**config.mk**
```make
export PLATFORM = sky130hd
export DESIGN_NAME = kv_stream_feeder
export DESIGN_NICKNAME = d
export VERILOG_FILES = /design/src/rtl/aura_pkg.sv /design/src/rtl/kv_prefetch_fifo.sv /design/src/rtl/kv_stream_feeder.sv
export SDC_FILE = /design/constraint.sdc
export NUM_CORES = 1
export LEC_CHECK = 0
export CAP_MARGIN = 20
export CORE_MARGIN = 5
export CORE_UTILIZATION = 49
export CTS_BUF_LIST = sky130_fd_sc_hd__clkbuf_16
export DETAILED_ROUTE_END_ITERATION = 8
export GPL_TIMING_DRIVEN = 0
export PLACE_DENSITY = 0.8
export SLEW_MARGIN = 20
export SYNTH_ARGS = -nofsm -noshare
export SYNTH_HDL_FRONTEND = slang
export SYNTH_HIERARCHICAL = 1
export SYNTH_SLANG_ARGS = --single-unit
```
**constraint.sdc**
```tcl
create_clock -name clk -period 2.9 [get_ports clk]
set_input_delay 0.29 -clock clk [delete_from_list [all_inputs] [get_ports clk]]
set_output_delay 0.29 -clock clk [all_outputs]
set_load 0.1 [all_outputs]
```
**src/rtl/aura_pkg.sv**
```systemverilog
// -----------------------------------------------------------------------------
// aura_pkg
//   Types and constants shared by the attention front-end blocks.
//   - Q/K/V row vector types, sized by the `MAX_EMBEDDING_DIM define
//   - MAX_SEQ_LEN: row capacity of each Q/K/V buffer
//   - feeder_state_t: kv_stream_feeder FSM encoding
//   - kv_entry_t: one prefetch FIFO entry {k, v, last}
//   - sat_inc32: saturating 32-bit increment used by the optional
//     performance counter (FEEDER_PERF_CNT_EN)
// -----------------------------------------------------------------------------
`ifndef MAX_EMBEDDING_DIM
`define MAX_EMBEDDING_DIM 4
`endif

package aura_pkg;

    localparam int MAX_SEQ_LEN = 64;
    localparam int ELEM_W      = 8;
    localparam int VEC_W       = `MAX_EMBEDDING_DIM * ELEM_W;

    typedef logic [VEC_W-1:0] Q_VECTOR_T;
    typedef logic [VEC_W-1:0] K_VECTOR_T;
    typedef logic [VEC_W-1:0] V_VECTOR_T;

    typedef enum logic [2:0] {
        IDLE   = 3'd0,
        LOAD_Q = 3'd1,
        STREAM = 3'd2,
        DRAIN  = 3'd3,
        FINISH = 3'd4
    } feeder_state_t;

    typedef struct packed {
        K_VECTOR_T k;
        V_VECTOR_T v;
        logic      last;
    } kv_entry_t;

    // Holds at all-ones instead of wrapping.
    function automatic logic [31:0] sat_inc32(input logic [31:0] x);
        return (x == 32'hFFFF_FFFF) ? x : x + 32'd1;
    endfunction

endpackage

```
**src/rtl/kv_prefetch_fifo.sv**
```systemverilog
// -----------------------------------------------------------------------------
// kv_prefetch_fifo
//   Two-entry FIFO of {k, v, last} sitting between the K/V buffer read data
//   and the PE handshake. Head entry is presented combinationally.
//   Simultaneous push and pop both take effect (occupancy unchanged). The
//   producer is expected never to push into a full FIFO without a pop.
// Ports
//   clk        in   system clock
//   rst        in   asynchronous active-low reset (clears entries and pointers)
//   push       in   write push_data this cycle
//   push_data  in   entry to write
//   pop        in   drop the head entry this cycle (ignored when empty)
//   head       out  current head entry
//   occupancy  out  number of valid entries (0..2)
// -----------------------------------------------------------------------------
module kv_prefetch_fifo
    import aura_pkg::*;
(
    input  logic       clk,
    input  logic       rst,
    input  logic       push,
    input  kv_entry_t  push_data,
    input  logic       pop,
    output kv_entry_t  head,
    output logic [1:0] occupancy
);

    kv_entry_t  mem [2];
    logic       wr_ptr;
    logic       rd_ptr;
    logic [1:0] count;
    logic       do_push;
    logic       do_pop;

    assign do_pop  = pop && (count != 2'd0);
    // When full, a push is only legal because the head slot frees this cycle.
    assign do_push = push && ((count != 2'd2) || do_pop);

    always_ff @(posedge clk or negedge rst) begin
        if (!rst) begin
            mem[0] <= '0;
            mem[1] <= '0;
            wr_ptr <= 1'b0;
            rd_ptr <= 1'b0;
            count  <= 2'd0;
        end else begin
            if (do_push) begin
                mem[wr_ptr] <= push_data;
                wr_ptr      <= ~wr_ptr;
            end
            if (do_pop) begin
                rd_ptr <= ~rd_ptr;
            end
            case ({do_push, do_pop})
                2'b10:   count <= count + 2'd1;
                2'b01:   count <= count - 2'd1;
                default: count <= count;
            endcase
        end
    end

    assign head      = mem[rd_ptr];
    assign occupancy = count;

endmodule

```
**src/rtl/kv_stream_feeder.sv**
```systemverilog
// -----------------------------------------------------------------------------
// kv_stream_feeder
//   Producer side of the PE input handshake. For each query row it reads the
//   Q vector once, then streams every K/V row pair through a 2-entry prefetch
//   FIFO toward the PE. K/V reads are credit limited so the FIFO can never
//   overflow while still sustaining one key per cycle when the PE is ready.
// Ports
//   clk, rst                 clock; asynchronous active-low reset
//   start, num_rows,         start one pass (sampled in IDLE); row / key
//   num_keys                 counts latched on start
//   busy, done               state != IDLE; 1-cycle completion pulse
//   q_rd_en/addr/data        Q buffer read port (1-cycle read latency)
//   k_rd_en/addr/data        K buffer read port (1-cycle read latency)
//   v_rd_en/addr/data        V buffer read port (same timing/address as K)
//   inputs_valid,            PE handshake; transfer when both high
//   backend_ready
//   q_vector, k_vector,      current query row and FIFO head key/value
//   v_vector
//   kv_last                  head entry is the last key of the row
//   row_idx                  current query row index
//   stall_cycles             (FEEDER_PERF_CNT_EN only) saturating count of
//                            cycles with inputs_valid && !backend_ready,
//                            cleared on start
// Configuration macro: FEEDER_PERF_CNT_EN
// -----------------------------------------------------------------------------
module kv_stream_feeder
    import aura_pkg::*;
#(
    parameter int MAX_SEQ_LEN = aura_pkg::MAX_SEQ_LEN,
    parameter int ADDR_W      = $clog2(MAX_SEQ_LEN),
    parameter int FIFO_DEPTH  = 2
) (
    input  logic              clk,
    input  logic              rst,
    input  logic              start,
    input  logic [ADDR_W:0]   num_rows,
    input  logic [ADDR_W:0]   num_keys,
    output logic              busy,
    output logic              done,
    output logic              q_rd_en,
    output logic [ADDR_W-1:0] q_rd_addr,
    input  Q_VECTOR_T         q_rd_data,
    output logic              k_rd_en,
    output logic [ADDR_W-1:0] k_rd_addr,
    input  K_VECTOR_T         k_rd_data,
    output logic              v_rd_en,
    output logic [ADDR_W-1:0] v_rd_addr,
    input  V_VECTOR_T         v_rd_data,
    output logic              inputs_valid,
    input  logic              backend_ready,
    output Q_VECTOR_T         q_vector,
    output K_VECTOR_T         k_vector,
    output V_VECTOR_T         v_vector,
    output logic              kv_last,
    output logic [ADDR_W-1:0] row_idx
`ifdef FEEDER_PERF_CNT_EN
    ,
    output logic [31:0]       stall_cycles
`endif
);

    localparam logic [ADDR_W:0] ONE = (ADDR_W + 1)'(1);

    feeder_state_t     state;
    feeder_state_t     state_nxt;
    logic [ADDR_W:0]   rows_r;
    logic [ADDR_W:0]   keys_r;
    logic [ADDR_W-1:0] key_idx;
    logic              inflight;
    logic              inflight_last;
    logic              q_pending;
    logic [1:0]        occ;
    kv_entry_t         head;
    kv_entry_t         push_entry;
    logic              pop;
    logic              issue;
    logic              last_key;
    logic              last_row;
    logic              drain_done;
    logic [2:0]        credit_sum;

    assign pop        = (occ != 2'd0) && backend_ready;
    // Entries already held or on their way, minus the one leaving this cycle.
    assign credit_sum = {1'b0, occ} + {2'b00, inflight} - {2'b00, pop};
    assign issue      = (state == STREAM) && (credit_sum < 3'(FIFO_DEPTH));
    assign last_key   = ({1'b0, key_idx} == (keys_r - ONE));
    assign last_row   = ({1'b0, row_idx} == (rows_r - ONE));
    // Leave DRAIN on the cycle the final entry is accepted, so the next row
    // starts with only a 3-cycle bubble.
    assign drain_done = !inflight && ((occ == 2'd0) || ((occ == 2'd1) && pop));

    // ---- state register ----
    always_ff @(posedge clk or negedge rst) begin
        if (!rst) begin
            state <= IDLE;
        end else begin
            state <= state_nxt;
        end
    end

    // ---- next-state logic ----
    always_comb begin
        state_nxt = state;
        case (state)
            IDLE: begin
                if (start) begin
                    if ((num_rows == '0) || (num_keys == '0)) begin
                        state_nxt = FINISH;
                    end else begin
                        state_nxt = LOAD_Q;
                    end
                end
            end
            LOAD_Q: state_nxt = STREAM;
            STREAM: begin
                if (issue && last_key) begin
                    state_nxt = DRAIN;
                end
            end
            DRAIN: begin
                if (drain_done) begin
                    state_nxt = last_row ? FINISH : LOAD_Q;
                end
            end
            FINISH:  state_nxt = IDLE;
            default: state_nxt = IDLE;
        endcase
    end

    // ---- output logic ----
    always_comb begin
        busy         = (state != IDLE);
        done         = (state == FINISH);
        q_rd_en      = (state == LOAD_Q);
        q_rd_addr    = row_idx;
        k_rd_en      = issue;
        v_rd_en      = issue;
        k_rd_addr    = key_idx;
        v_rd_addr    = key_idx;
        inputs_valid = (occ != 2'd0);
        k_vector     = head.k;
        v_vector     = head.v;
        kv_last      = head.last && (occ != 2'd0);
    end

    // ---- counters, Q capture and read tracking ----
    always_ff @(posedge clk or negedge rst) begin
        if (!rst) begin
            rows_r        <= '0;
            keys_r        <= '0;
            key_idx       <= '0;
            row_idx       <= '0;
            inflight      <= 1'b0;
            inflight_last <= 1'b0;
            q_pending     <= 1'b0;
            q_vector      <= '0;
        end else begin
            inflight      <= issue;
            inflight_last <= issue && last_key;
            case (state)
                IDLE: begin
                    if (start) begin
                        rows_r  <= num_rows;
                        keys_r  <= num_keys;
                        row_idx <= '0;
                    end
                end
                LOAD_Q: begin
                    key_idx   <= '0;
                    q_pending <= 1'b1;
                end
                STREAM: begin
                    // Q data returns during the first STREAM cycle; by then the
                    // previous row has fully drained, so q_vector never changes
                    // under a pending transfer.
                    if (q_pending) begin
                        q_vector  <= q_rd_data;
                        q_pending <= 1'b0;
                    end
                    if (issue && !last_key) begin
                        key_idx <= key_idx + 1'b1;
                    end
                end
                DRAIN: begin
                    if (drain_done && !last_row) begin
                        row_idx <= row_idx + 1'b1;
                    end
                end
                default: ;
            endcase
        end
    end

    assign push_entry = '{k: k_rd_data, v: v_rd_data, last: inflight_last};

    kv_prefetch_fifo u_fifo (
        .clk       (clk),
        .rst       (rst),
        .push      (inflight),
        .push_data (push_entry),
        .pop       (pop),
        .head      (head),
        .occupancy (occ)
    );

`ifdef FEEDER_PERF_CNT_EN
    always_ff @(posedge clk or negedge rst) begin
        if (!rst) begin
            stall_cycles <= '0;
        end else if ((state == IDLE) && start) begin
            stall_cycles <= '0;
        end else if (inputs_valid && !backend_ready) begin
            stall_cycles <= sat_inc32(stall_cycles);
        end
    end
`endif

endmodule

```
==> flow_metrics.env, run 1 <==
export IMPL_outcome="complete, but fails checks"
export IMPL_violations="setup timing"
export IMPL_finalHoldViolCount=0
export IMPL_die_w_um=147.8
export IMPL_fmax_mhz=328.2
export IMPL_rows=50
export IMPL_drive_above_1_share=0.3116
export IMPL_ys_warnings_count=6
export IMPL_cp_top_family="simple AND/OR/NAND/NOR gates"
export IMPL_placed_cell_area_um2=12100
export IMPL_crit_path_start_kind="flip-flop"
export IMPL_hold_path_class="primary input to async pin"
export IMPL_cp_max_fo=3
export IMPL_crit_required_ns=2.61
export IMPL_worst_slack_ns=-0.1466
export IMPL_first_pass_iters=4
export IMPL_maxSlewViolCount=0
export IMPL_max_cap_viol_count=0
export IMPL_grt_max_degree=101
export IMPL_initial_utilization=0.4971
export IMPL_numCtsBuffers=17
export IMPL_wire_per_inst_um=18.89
export IMPL_htree_levels=4
export IMPL_relSlewSlack=0.2970
export IMPL_synth_fp_nets=775
export IMPL_synthArstFlopShare=1.000
export IMPL_final_antenna_net_count=0
export IMPL_die_y_um=147.8
export IMPL_cts_clk_slew_worst_paths_ns=0.08
export IMPL_fin_tns_setup_ns=-0.2867
export IMPL_postSynthAreaPerCell_um2=14.22
export IMPL_slowest_stage="fa_2"
export IMPL_cts_buffer_depth=2
export IMPL_final_nets=1045
export IMPL_place_port_buffers=240
export IMPL_r2r_slack_ns=0.16
export IMPL_cp_cell_sequence="or2_4 > and2_4 > ha_4 > nand2b_4 > fa_2 > nand4b_1 > clkinvlp_4 > buf_6 > buf_12"
export IMPL_rsz0062_at_grt="yes"
export IMPL_grt_usage=0.2061
export IMPL_grt_pass1_vias=6610
export IMPL_cp_num_buf_inv=3
export IMPL_ys_types=59
export IMPL_setup_viol=2
export IMPL_dp_cells=1130
export IMPL_clock_skew_ns=0.01171
export IMPL_insertion_delay_ns=0.43
export IMPL_root_buffer="clkbuf_16"
export IMPL_drt_initial_drc_count=176
export IMPL_syn_cell_area_um2=9298
export IMPL_crit_arrival_ns=2.76
export IMPL_ios=241
export IMPL_insertedDiodeCount=0
export IMPL_overflow=0
export IMPL_worstSetupEndpointType="output port"
export IMPL_viasPerCell=5.230
export IMPL_min_period_ns=3.047
export IMPL_max_stage_delay_ns=0.52
export IMPL_stdcell_count=1171
export IMPL_period_share=1.051
export IMPL_drt_total_wl_mm=22.12
export IMPL_die_area_um2=21830
export IMPL_worstSetupPathType="flip-flop to output port"
export IMPL_place_gp_congestion=0.7594
export IMPL_stdcell_area_um2=12680
export IMPL_drc=0
export IMPL_core_area_um2=18710
export IMPL_cts_tree="done"
export IMPL_hold_ws_ns=0.2521
export IMPL_synth_edff_count=0
export IMPL_clkSinkCount=198
export IMPL_synthCells=654
export IMPL_tightest_slew_ns=1.051
export IMPL_synthToLayoutAreaGrowth_pct=36.36
export IMPL_antenna_found_initial=0
export IMPL_dp_hpwl_mm=15.80
export IMPL_grt_first_pass_wirelength_mm=36.03
export IMPL_vias=6124
export IMPL_ys_seq_elements=198
export IMPL_ys_flop_type="dfrtp_1"
export IMPL_ys_seq_area_frac=0.5329
## synthesized netlist by cell type, drive strengths merged (3+ instances only)
library cell    n  share of area
a21oi           7         0.0042
and2            3         0.0020
and3            3         0.0020
buf            37          0.031
clkbuf          6         0.0024
dfrtp         198           0.53
ha              6         0.0081
inv            10         0.0040
mux2          237           0.31
mux2i           5         0.0054
nand2          25          0.010
nand2b          8         0.0054
nand3           6         0.0032
nand4           4         0.0027
nor2           11         0.0044
nor2b           4         0.0027
nor3            7         0.0038
nor3b           5         0.0051
nor4            3         0.0020
o21ai          11         0.0059
o31ai           3         0.0024
or2             4         0.0027
or3             3         0.0020
or4             3         0.0024
xnor2           7         0.0066
xor2           12          0.011
## layer usage
layer	global-route usage	routed length [um]	vias to the layer above
met3	0.07541	1807	8
met1	0.2723	9671	3053
met2	0.3338	10540	198
li1	-	-	2865
met5	0	0	-
met4	0.03495	99	0
## layout by cell type (no fill, tap or decap), types with 6 or more instances in the layout
cell type	n
inv_1	9
o21ai_0	9
nor2_1	11
buf_2	10
clkbuf_1	6
xnor2_1	7
mux2_4	50
dfrtp_1	196
nor3_1	6
xor2_1	12
mux2_2	137
buf_4	19
clkbuf_2	10
nand2_1	25
nand3_1	6
buf_6	13
nand2b_1	7
clkbuf_16	17
dlygate4sd2_1	44
a21oi_1	6
mux2_1	50
clkdlybuf4s50_1	176
## path summary, 6_finish.rpt
check	endpoint	cells past startpoint	from
setup / recovery	k_rd_en	9	u_fifo/occupancy[1]$_DFFE_PN0P_
hold / removal	u_fifo/mem[35]$_DFFE_PN0P_	2	rst
setup reg to reg	k_rd_addr[1]$_DFFE_PN0P_	10	u_fifo/occupancy[1]$_DFFE_PN0P_
hold reg to reg	u_fifo/mem[89]$_DFFE_PN0P_	1	u_fifo/mem[89]$_DFFE_PN0P_
max in group asynchronous	u_fifo/occupancy[1]$_DFFE_PN0P_	3	rst
min in group clk	keys_r[0]$_DFFE_PN0P_	3	num_keys[0]
## repair_timing
item / 4_1_cts / 5_1_grt
setup endpoints to repair: 62 / 21
buffers inserted: 6 / 2
resized for setup: 81 / 27
endpoints found under the hold margin: 198 / 0
hold buffers: 1 / 0
pin swaps: 3 / 1
## final cells by class
cell class	count	area (um^2)
clock buffer	17	425.4
clock inverter	15	147.6
multi-input combinational	403	4034
inverter	10	41.29
timing repair buffer	251	2455
buffer	43	325.3
sequential	198	4957
tap	234	292.8
fill	1400	6027
## registers in the layout (all words and copies together), names as in the netlist
| register | cells |
|---|---|
| u_fifo/mem | 130 |
| inflight_last | 1 |
| q_vector | 32 |
| keys_r | 7 |
| u_fifo/wr_ptr | 1 |
| inflight | 1 |
| q_rd_addr | 6 |
| rows_r | 7 |
| k_rd_addr | 6 |
| u_fifo/occupancy | 2 |
| q_pending | 1 |
| u_fifo/rd_ptr | 1 |
| state | 3 |
## cells by family after synthesis
kind of cell    synth area share
mux                       0.3126
flops                     0.5329
simple gates             0.05423
buf+inv                  0.03768
compound gates           0.03445
xor+xnor                 0.01790
fa+ha+maj                0.01023
## through the flow
| step | setup WS, ns | util |
|---|---|---|
| final | -0.1466 | 0.6778 |
| after global placement | -7.629 | 0.6438 |
| after detailed placement | -0.8313 | 0.6470 |
| after global routing | -0.2373 | 0.6778 |
| after CTS | -0.1249 | 0.6781 |
| after floorplan | -0.2556 | - |
Power of run 1 is left out: the tool's default activity adds up to more than one toggle a clock period on the data nets, which glitch-free logic cannot reach.
==> inputs of run 2 (changes only) <==
--- a/config.mk
+++ b/config.mk
@@ -5,13 +5,13 @@
 export SDC_FILE = /design/constraint.sdc
 export NUM_CORES = 1
 export LEC_CHECK = 0
-export CAP_MARGIN = 20
+export CAP_MARGIN = 30
 export CORE_MARGIN = 5
 export CORE_UTILIZATION = 49
 export CTS_BUF_LIST = sky130_fd_sc_hd__clkbuf_16
 export DETAILED_ROUTE_END_ITERATION = 8
-export GPL_TIMING_DRIVEN = 0
 export PLACE_DENSITY = 0.8
+export SKIP_LAST_GASP = 1
 export SLEW_MARGIN = 20
 export SYNTH_ARGS = -nofsm -noshare
 export SYNTH_HDL_FRONTEND = slang
==> flow_metrics.env, run 2 (synthesis results as in run 1) <==
export IMPL_outcome="complete, but fails checks"
export IMPL_violations="setup timing"
export IMPL_cts_buffer_depth=2
export IMPL_period_share=1.010
export IMPL_worst_slack_ns=-0.02792
export IMPL_worstSetupEndpointType="output port"
export IMPL_hold_path_class="primary input to flip-flop"
export IMPL_cts_clk_slew_worst_paths_ns=0.07
export IMPL_dp_cells=1099
export IMPL_wire_per_inst_um=17.96
export IMPL_whs_path_depth=3
export IMPL_min_period_ns=2.928
export IMPL_overflow=0
export IMPL_root_buffer="clkbuf_16"
export IMPL_core_area_um2=18710
export IMPL_vias=5985
export IMPL_die_w_um=147.8
export IMPL_slowest_stage="fa_2"
export IMPL_ios=241
export IMPL_stdcell_count=1136
export IMPL_multi_input_area_um2=4053
export IMPL_regArea_um2=4957
export IMPL_fill_cells=1399
export IMPL_largest_reg_flops=130
export IMPL_viasPerCell=5.268
export IMPL_worstSetupPathType="flip-flop to output port"
export IMPL_fmax_mhz=341.5
export IMPL_stdcell_area_um2=12220
export IMPL_first_pass_iters=4
export IMPL_drive_above_1_share=0.4224
export IMPL_crit_arrival_ns=2.64
export IMPL_grt_usage=0.1896
export IMPL_reg_top3="u_fifo/mem (130), q_vector (32)"
export IMPL_cts_tree="done"
export IMPL_grt_max_degree=88
export IMPL_synthToLayoutAreaGrowth_pct=31.45
export IMPL_ff2ff_path_depth=10
export IMPL_die_area_um2=21830
export IMPL_cp_top_family="adder cells"
export IMPL_grt_first_pass_wirelength_mm=33.74
export IMPL_cp_cell_sequence="or2_4 > and2_4 > ha_4 > nand2b_4 > fa_2 > nand4b_1 > clkinvlp_4 > buf_12"
export IMPL_relSlewSlack=0.5181
export IMPL_insertion_delay_ns=0.42
export IMPL_htree_levels=4
export IMPL_antenna_found_initial=0
export IMPL_final_nets=1010
export IMPL_finalHoldViolCount=0
export IMPL_setup_viol=2
export IMPL_top_register="u_fifo/mem"
export IMPL_placed_cell_area_um2=11600
export IMPL_max_stage_delay_ns=0.53
export IMPL_clock_skew_ns=0.01048
export IMPL_place_gp_congestion=0.7414
export IMPL_place_port_buffers=240
export IMPL_clkSinkCount=198
export IMPL_grt_pass1_vias=6642
export IMPL_drc=0
export IMPL_numCtsBuffers=17
export IMPL_final_cell_mix="196 x dfrtp_1, 139 x buf_4, 137 x mux2_2"
export IMPL_tightest_slew_ns=0.7229
export IMPL_rsz0062_at_grt="yes"
export IMPL_drt_total_wl_mm=20.40
export IMPL_final_antenna_net_count=0
export IMPL_cp_max_fo=3
export IMPL_cp_num_buf_inv=2
export IMPL_insertedDiodeCount=0
export IMPL_pre_cts_slack_ns=-0.0007845
export IMPL_max_cap_viol_count=0
export IMPL_die_y_um=147.8
export IMPL_maxSlewViolCount=0
export IMPL_rows=50
export IMPL_initial_utilization=0.4971
export IMPL_worst_path_stages=8
export IMPL_drt_initial_drc_count=291
export IMPL_layout_commonest_cell="dfrtp_1"
export IMPL_crit_required_ns=2.61
export IMPL_dp_hpwl_mm=14.22
export IMPL_crit_path_start_kind="flip-flop"
-- run 2: layout make-up --
| type | count | share of cell area |
|---|---|---|
| well taps | 234 | 0.02396 |
| repair buffers | 259 | 0.1889 |
| flip-flops and latches | 198 | 0.4056 |
| inverters | 10 | 0.003378 |
| clock buffers | 17 | 0.03481 |
| clock inverters | 15 | 0.01177 |
| multi-input cells | 403 | 0.3316 |
-- run 2: per-stage QoR --
stage | setup TNS [ns] | utilization | hold WS (ns)
2_1_floorplan | -0.2556 | - | -0.005591
3_3_place_gp | 0 | 0.6203 | 0.3936
3_5_place_dp | -0.0007845 | 0.6203 | 0.3977
4_1_cts | -0.02161 | 0.6529 | 0.4479
5_1_grt | -0.2487 | 0.6534 | 0.4517
6_report | -0.05573 | 0.6534 | 0.4599
-- run 2: repair_timing --
item / in CTS / in global routing
setup buffers: 4 / 0
endpoints found under the hold margin: 84 / 0
hold buffers: 1 / 0
endpoints found under the setup margin: 2 / 5
resized for setup: 0 / 1
pin swaps: 3 / 0
-- run 2: final timing paths --
kind,start,slack [ns],end
min reg2reg,u_fifo/mem[67]$_DFFE_PN0P_,0.48,u_fifo/mem[67]$_DFFE_PN0P_
max reg2reg,u_fifo/occupancy[1]$_DFFE_PN0P_,0.17,k_rd_addr[1]$_DFFE_PN0P_
max in group asynchronous,rst,1.53,u_fifo/mem[29]$_DFFE_PN0P_
max,u_fifo/occupancy[1]$_DFFE_PN0P_,-0.03,v_rd_en
min,num_rows[1],0.46,rows_r[1]$_DFFE_PN0P_
min in group asynchronous,rst,0.48,u_fifo/mem[102]$_DFFE_PN0P_
-- run 2: worst register-to-register path, delay by kind of cell (launching register included) --
kind,cells,cell delay (ns)
buffers and inverters,1,0.20
AO/OA/AOI/OAI,3,0.58
adder cells (fa/ha/maj),2,0.73
flip-flops,1,0.40
AND/OR/NAND/NOR,4,0.71
-- run 2: metal layers --
layer  global-route usage  up-vias  share of wire
met1               0.2519     2992           0.45
met2               0.3145      187           0.48
met4              0.04147        0         0.0090
met3              0.05089       16          0.065
met5                    0        -              0
li1                     -     2790              -
Power of run 2 is left out for the same reason.
